### src/rtl/anfsqrt_pkg.sv
// Shared definitions for the sqrt/squarer pair: FSM states and the sqrt core query range.
package anfsqrt_pkg;

  typedef enum logic [1:0] {
    ST_IDLE = 2'd0,
    ST_RUN  = 2'd1,
    ST_DONE = 2'd2
  } state_e;

  localparam int unsigned ANFSQRT_QUERY_W = 7;
  localparam int unsigned ANFSQRT_SAT_MAX = 127;

endpackage

### src/rtl/anfsqrt_sqstep.sv
// One shift-add step of the squarer: adds op<<idx to the accumulator when op[idx] is set.
module anfsqrt_sqstep #(
  parameter int unsigned ROOT_W = 4,
  parameter int unsigned IDX_W  = 2
) (
  input  logic [ROOT_W-1:0]   op,
  input  logic [IDX_W-1:0]    idx,
  input  logic [2*ROOT_W-1:0] acc_in,
  output logic [2*ROOT_W-1:0] acc_out
);

  logic [2*ROOT_W-1:0] pp;

  always_comb begin
    pp      = {{ROOT_W{1'b0}}, op} << idx;
    acc_out = op[idx] ? (acc_in + pp) : acc_in;
  end

endmodule

### src/rtl/anfsqrt_isquare.sv
// Iterative integer squarer, one shift-add per clock, producing queries for the sqrt core.
// Optional ANFSQRT_ISQUARE_SAT7_EN clamps the result to 127 and adds the ovf flag.
module anfsqrt_isquare
  import anfsqrt_pkg::*;
#(
  parameter int unsigned ROOT_W = 4
) (
  input  logic                clk,
  input  logic                rst_n,
  input  logic                start,
  input  logic [ROOT_W-1:0]   root,
  output logic                busy,
  output logic                done,
`ifdef ANFSQRT_ISQUARE_SAT7_EN
  output logic                ovf,
`endif
  output logic [2*ROOT_W-1:0] square
);

  localparam int unsigned SQ_W  = 2 * ROOT_W;
  localparam int unsigned IDX_W = (ROOT_W > 1) ? $clog2(ROOT_W) : 1;

  state_e            state_q, state_d;
  logic [ROOT_W-1:0] op_q, op_d;
  logic [SQ_W-1:0]   acc_q, acc_d, acc_next;
  logic [IDX_W-1:0]  idx_q, idx_d;
  logic              busy_q, busy_d;
  logic              done_q, done_d;
  logic [SQ_W-1:0]   square_q, square_d;
`ifdef ANFSQRT_ISQUARE_SAT7_EN
  logic              ovf_q, ovf_d;
`endif

  anfsqrt_sqstep #(
    .ROOT_W (ROOT_W),
    .IDX_W  (IDX_W)
  ) u_sqstep (
    .op      (op_q),
    .idx     (idx_q),
    .acc_in  (acc_q),
    .acc_out (acc_next)
  );

  always_ff @(posedge clk) begin
    if (!rst_n) begin
      state_q  <= ST_IDLE;
      op_q     <= '0;
      acc_q    <= '0;
      idx_q    <= '0;
      busy_q   <= 1'b0;
      done_q   <= 1'b0;
      square_q <= '0;
`ifdef ANFSQRT_ISQUARE_SAT7_EN
      ovf_q    <= 1'b0;
`endif
    end else begin
      state_q  <= state_d;
      op_q     <= op_d;
      acc_q    <= acc_d;
      idx_q    <= idx_d;
      busy_q   <= busy_d;
      done_q   <= done_d;
      square_q <= square_d;
`ifdef ANFSQRT_ISQUARE_SAT7_EN
      ovf_q    <= ovf_d;
`endif
    end
  end

  always_comb begin
    state_d  = state_q;
    op_d     = op_q;
    acc_d    = acc_q;
    idx_d    = idx_q;
    busy_d   = 1'b0;
    done_d   = 1'b0;
    square_d = square_q;
`ifdef ANFSQRT_ISQUARE_SAT7_EN
    ovf_d    = ovf_q;
`endif
    unique case (state_q)
      ST_RUN: begin
        acc_d  = acc_next;
        idx_d  = idx_q + IDX_W'(1);
        busy_d = 1'b1;
        if (idx_q == IDX_W'(ROOT_W - 1)) begin
          state_d = ST_DONE;
          idx_d   = idx_q;
          busy_d  = 1'b0;
          done_d  = 1'b1;
`ifdef ANFSQRT_ISQUARE_SAT7_EN
          // Clamp to the sqrt core's 7-bit query range.
          if (32'(acc_next) > ANFSQRT_SAT_MAX) begin
            square_d = SQ_W'(ANFSQRT_SAT_MAX);
            ovf_d    = 1'b1;
          end else begin
            square_d = acc_next;
            ovf_d    = 1'b0;
          end
`else
          square_d = acc_next;
`endif
        end
      end
      default: begin
        // IDLE and DONE both accept a new request.
        state_d = ST_IDLE;
        if (start) begin
          state_d = ST_RUN;
          op_d    = root;
          acc_d   = '0;
          idx_d   = '0;
          busy_d  = 1'b1;
        end
      end
    endcase
  end

  assign busy   = busy_q;
  assign done   = done_q;
  assign square = square_q;
`ifdef ANFSQRT_ISQUARE_SAT7_EN
  assign ovf    = ovf_q;
`endif

endmodule

### config.mk
export PLATFORM = sky130hd
export DESIGN_NAME = anfsqrt_isquare
export DESIGN_NICKNAME = d
export VERILOG_FILES = /design/src/rtl/anfsqrt_pkg.sv /design/src/rtl/anfsqrt_sqstep.sv /design/src/rtl/anfsqrt_isquare.sv
export SDC_FILE = /design/constraint.sdc
export NUM_CORES = 1
export LEC_CHECK = 0
export CORE_MARGIN = 8
export CORE_UTILIZATION = 58
export CTS_BUF_LIST = sky130_fd_sc_hd__clkbuf_16
export CTS_CLUSTER_DIAMETER = 200
export CTS_CLUSTER_SIZE = 16
export DETAILED_ROUTE_END_ITERATION = 8
export PLACE_DENSITY = 0.88
export RECOVER_POWER = 25
export SLEW_MARGIN = 0
export SYNTH_ARGS = -nofsm -noshare
export SYNTH_HDL_FRONTEND = slang
export SYNTH_SLANG_ARGS = --single-unit
export TNS_END_PERCENT = 5
### constraint.sdc
create_clock -name clk -period 3.8 [get_ports clk]
set_input_delay 0.76 -clock clk [delete_from_list [all_inputs] [get_ports clk]]
set_output_delay 0.76 -clock clk [all_outputs]
set_load 0.005 [all_outputs]
# --- Word-level counts from Yosys, hierarchy flattened ---
# Index checks and enable logic that the tools add are counted.
classes:
  order_cmp: 1
  n_shift: 1
  n_eq_ne: 4
  add_sub_neg: 2
  div_mod_pow: 0
  multipliers: 0
  bitwise_logic: 1
  muxes: 15
  n_reduce_logical: 5
op_table:
  columns: ["operator", "n"]
  rows:
  - ["$mux 8", 3]
  - ["$mux 2", 5]
  - ["$add 8x8->8", 1]
  - ["$reduce_and 2->1", 4]
  - ["$shl 4x2->8", 1]
  - ["$mux 1", 6]
  - ["$ne 2x2->1 const B", 2]
  - ["$lt 2x3->1 const B", 1]
  - ["$add 2x1->2 const B", 1]
  - ["$bmux 1 s2", 1]
  - ["$eq 2x1->1 const B", 1]
  - ["$eq 2x2->1 const B", 1]
  - ["$reduce_bool 2->1", 1]
  - ["$not 1->1", 1]
totals:
  reg_bits: 26
  wordCells: 36
  latch_bits: 0
  memories: 0
  mem_bits_rw: 0
  romBits: 0
  input_bits: 7

# --- Longest topological paths before layout ---
depth:
  depth_word: 4
  depth_mapped: 11
  ltp_nobuf: 10

# --- Modules after synthesis ---
# A second synthesis with hierarchy kept.
unflattened:
  hier_cells: 160
  area_unflattened_um2: 1532.7
by_module_without_submodules:
  columns: ["mod", "area_each_um2", "cells_each", "seq_area_each_um2", "instances"]
  rows:
  - ["anfsqrt_isquare", 1003.5, 100, 520.5, 1]
  - ["anfsqrt_sqstep", 529.3, 60, 0.0, 1]

# --- Least setup slack after synthesis ---
# OpenSTA, ideal clock, no wires.
synth_path:
  kind: "register -> register"
  start: "register idx_q[0]"
  end: "register square_q[7] (netlist: square[7])"
  n_path_buf: 1
  period_less_slack_ns: 2.187
  setup_time_ns: 0.091
  arrival_time_ns: 2.096
  t_required_ns: 3.709
  slack_ns: 1.613
  stages_incl_launch_ff: 11
  cell_sequence: "dfxtp_1 buf_6 mux2i_1 or2_2 inv_1 ha_1 a211oi_1 o21ai_0 a211oi_1 o21ai_0 a311oi_1"
synth_between:
  elab_chain_len: 3
  word_cells_on_any_way: 7
  cone_classes: "add/sub (1); eq/ne (1); shift (1); mux (3); reduce/logical (1)"
synth_rtl:
  columns: ["element", "line_no", "rtl"]
  rows:
  - ["start: declaration", "anfsqrt_isquare.sv:26", "logic [IDX_W-1:0] idx_q, idx_d;"]
  - ["start signal: assignment", "anfsqrt_isquare.sv:60", "idx_q <= idx_d;"]
  - ["$shl 4x2->8 or $bmux 1 s2 (tied branches)", "anfsqrt_sqstep.sv:15, anfsqrt_sqstep.sv:16", null]
  - ["$add 8x8->8 or $mux 1 (tied branches)", "anfsqrt_sqstep.sv:16", "acc_out = op[idx] ? (acc_in + pp) : acc_in;"]
  - ["$mux 8", "anfsqrt_sqstep.sv:16", null]
  - ["end signal: assignment", "anfsqrt_isquare.sv:63", "square_q <= square_d;"]
  - ["end: declaration", "anfsqrt_isquare.sv:29", "logic [SQ_W-1:0] square_q, square_d;"]
# Parallel ways exist; a longest one is shown, timed or not. The select of a mux whose other input is x is not followed.
# A chain may end at the register's enable or synchronous reset.

# --- Final worst setup path ---
# Ends and elaborated chain as after synthesis.

==> impl_metrics.json <==
{
  "via_per_inst": 6.37,
  "end_kind": "register",
  "die_w_um": 65.1,
  "criticalPathCategory": "register to register",
  "syn_avg_cell_area_sq_um": 8.43,
  "grt_remaining_overflow": 0,
  "diodes": 0,
  "cts_resized": 0,
  "setup_viol": 0,
  "synth_top_family_by_area": "compound AO/OA/AOI/OAI gates",
  "clk_pin_slew_ns": 0.06,
  "grt_pass1_wl_um": 5760,
  "max_freq_mhz": 387,
  "period_minus_slack_ns": 2.58,
  "clockRootBuffer": "clkbuf_16",
  "cts_hold_buf": 0,
  "final_layout_size_suffix_gt1_frac": 0.0337,
  "peakVddDrop_mv": 0.319,
  "cts_buffers": 3,
  "p_total_mw": 0.570,
  "slowest_delay_ns": 0.56,
  "synth_xor_area_frac": 0.0188,
  "hold_violations": 0,
  "critPathTopFamily": "compound AO/OA/AOI/OAI gates",
  "cp_num_cells": 8,
  "synth_edf_count": 0,
  "antenna_found_initial": 0,
  "p_per_area_nw_per_um2": 349,
  "async_flop_share": 0,
  "route.detailed.drc": 0,
  "synth_area_sq_um": 1400,
  "hpwl_um": 2420,
  "drt_iter0_drc": 54,
  "rows": 17,
  "ys_seq_area_frac": 0.372,
  "status": "finished, final reports clean",
  "htree_levels": 1,
  "post_cts.repair.setup_buffers": 0,
  "yosysUniqueCellTypes": 38,
  "syn2layout_area_growth_pct": 16.7,
  "whs_path_depth": 2,
  "rr_worst_depth": 8,
  "rsz0062_at_grt": "no",
  "synth_compound_area_frac": 0.216,
  "critPathMostFrequentCell": "mux2i_1",
  "gp_congestion": 0.862,
  "arrival_ns": 2.74,
  "clockBufferDepth": 2,
  "io_pins": 17,
  "timing.setup.tns_ns": 0,
  "synthSimpleGateAreaFrac": 0.187,
  "slew-limit-headroom": 0.647,
  "drv_cap": 0,
  "fillers": 177,
  "synthesis.nets": 182,
  "synthMuxAreaShare": 0.0805,
  "nNetsFinal": 196,
  "cts_sinks": 26,
  "timing.critical_path.from_type": "register",
  "placed_cell_area_sq_um": 1560,
  "instances_no_fill": 206,
  "worstPathRequired_ns": 3.96,
  "portBuffers": 16,
  "multiInputGateArea_sq_um": 823,
  "synth_most_common_cell": "dfxtp_1",
  "drt_first_pass_iters": 4,
  "routed-via-count": 1313,
  "syn_inst": 166,
  "core_sq_um": 2250,
  "synthAdderAreaFrac": 0.0859,
  "postRouteAntennaNets": 0,
  "p_leak_nw": 0.634,
  "slew_viol_final": 0,
  "seqCellArea_sq_um": 520,
  "clk_latency_ns": 0.26,
  "cpMaxStageDelayCell": "dfxtp_1",
  "cts_tree": "done",
  "grtUsageTotal": 0.170,
  "yosys_register_bits": 26,
  "route.detailed.wl_per_inst_um": 16.4,
  "synth.top_cells.by_area": "dfxtp_1, ha_1, mux2i_1",
  "dp.cells": 203,
  "final_cell_area_sq_um": 1630,
  "worst_pin_slew_ns": 0.526,
  "path_cells": "mux2i_1 > mux2i_1 > ha_1 > o211ai_1 > o21ai_0 > a211oi_1 > or3_1 > a311oi_1",
  "yosysTopAreaCellShare": 0.372,
  "yosysTopAreaCell": "dfxtp_1",
  "grt_pass1_vias": 1288,
  "synthTopCellsByCount": "dfxtp_1, nor2_1, a21oi_1",
  "timing.final.crit_share": 0.680,
  "min_path_type": "register to register",
  "cp_max_fo": 10,
  "start_util": 0.620,
  "die_area_sq_um": 4240,
  "wirelength_um": 3370,
  "synth_warnings": 0,
  "skew_ns": 0.00343,
  "grt_max_degree": 19,
  "synthFlopType": "dfxtp_1",
  "dieHeight_um": 65.1,
  "cp_num_buf_inv": 0
}
worst register-to-register path, delay by kind of cell, from the launching register on:
kind | cells | cell delay (ns)
flops | 1 | 0.56
mux | 2 | 0.44
compound gates | 4 | 0.78
simple gates | 1 | 0.34
fa+ha+maj | 1 | 0.38
final cells by class:
cell class	count	share of cell area
sequential	26	0.319
tap	28	0.0215
inverter	5	0.0115
clock buffer	3	0.0460
timing repair buffer	16	0.0981
multi-input combinational	128	0.504
kinds of logic (layout without fill, tap and decap cells):
logic type      count (synthesis)  in the layout
mux                            10             10
compound gates                 50             50
fa+ha+maj                       9              9
flops                          26             26
xor+xnor                        3              3
buf+inv                        12             24
simple gates                   56             56
power by group:
group | internal, mW | total [mW] | switching (mW)
clock network | 0.139 | 0.228 | 0.0888
registers | 0.278 | 0.285 | 0.00673
logic | 0.0240 | 0.0573 | 0.0333
total | 0.441 | 0.570 | 0.129
per-stage QoR:
stage | worst slack (ns) | utilization | hold WS (ns)
floorplan | 1.61 | - | 0.448
global placement | 1.37 | 0.691 | 0.444
detailed placement | 1.23 | 0.691 | 0.463
CTS | 1.22 | 0.724 | 0.476
global route | 1.00 | 0.724 | 0.493
finish | 1.22 | 0.724 | 0.472
state kept, by name (all words and copies together) (netlist names):
register,count
acc_q,8
square,8
op_q,4
idx_q,2
state_q,2
busy,1
done,1
routing by layer:
layer / track usage / share of wire
met2: 0.294 / 0.51
met1: 0.185 / 0.40
met3: 0.0407 / 0.053
met4: 0.104 / 0.037
met5: 0 / 0
worst paths after layout:
path / from / slack [ns] / end
min: square[1] / 0.47 / square[1]
max reg2reg: idx_q[0] / 1.22 / square[7]
min reg2reg: square[1] / 0.47 / square[1]
max: idx_q[0] / 1.22 / square[7]
layout by cell type (no fill, tap or decap), types with 4 or more instances in the layout:
cell type | synthesis | routed
dfxtp_1 | 26 | 26
dlygate4sd3_1 | 0 | 8
ha_1 | 8 | 8
clkdlybuf4s50_1 | 0 | 8
nand2_1 | 15 | 15
mux2i_1 | 9 | 9
inv_1 | 4 | 4
nor2_1 | 19 | 19
nor2b_1 | 4 | 4
o21ai_0 | 10 | 10
a21oi_1 | 17 | 17
nand3_1 | 4 | 4
a22oi_1 | 5 | 5
(Power assumes the default switching activity.)
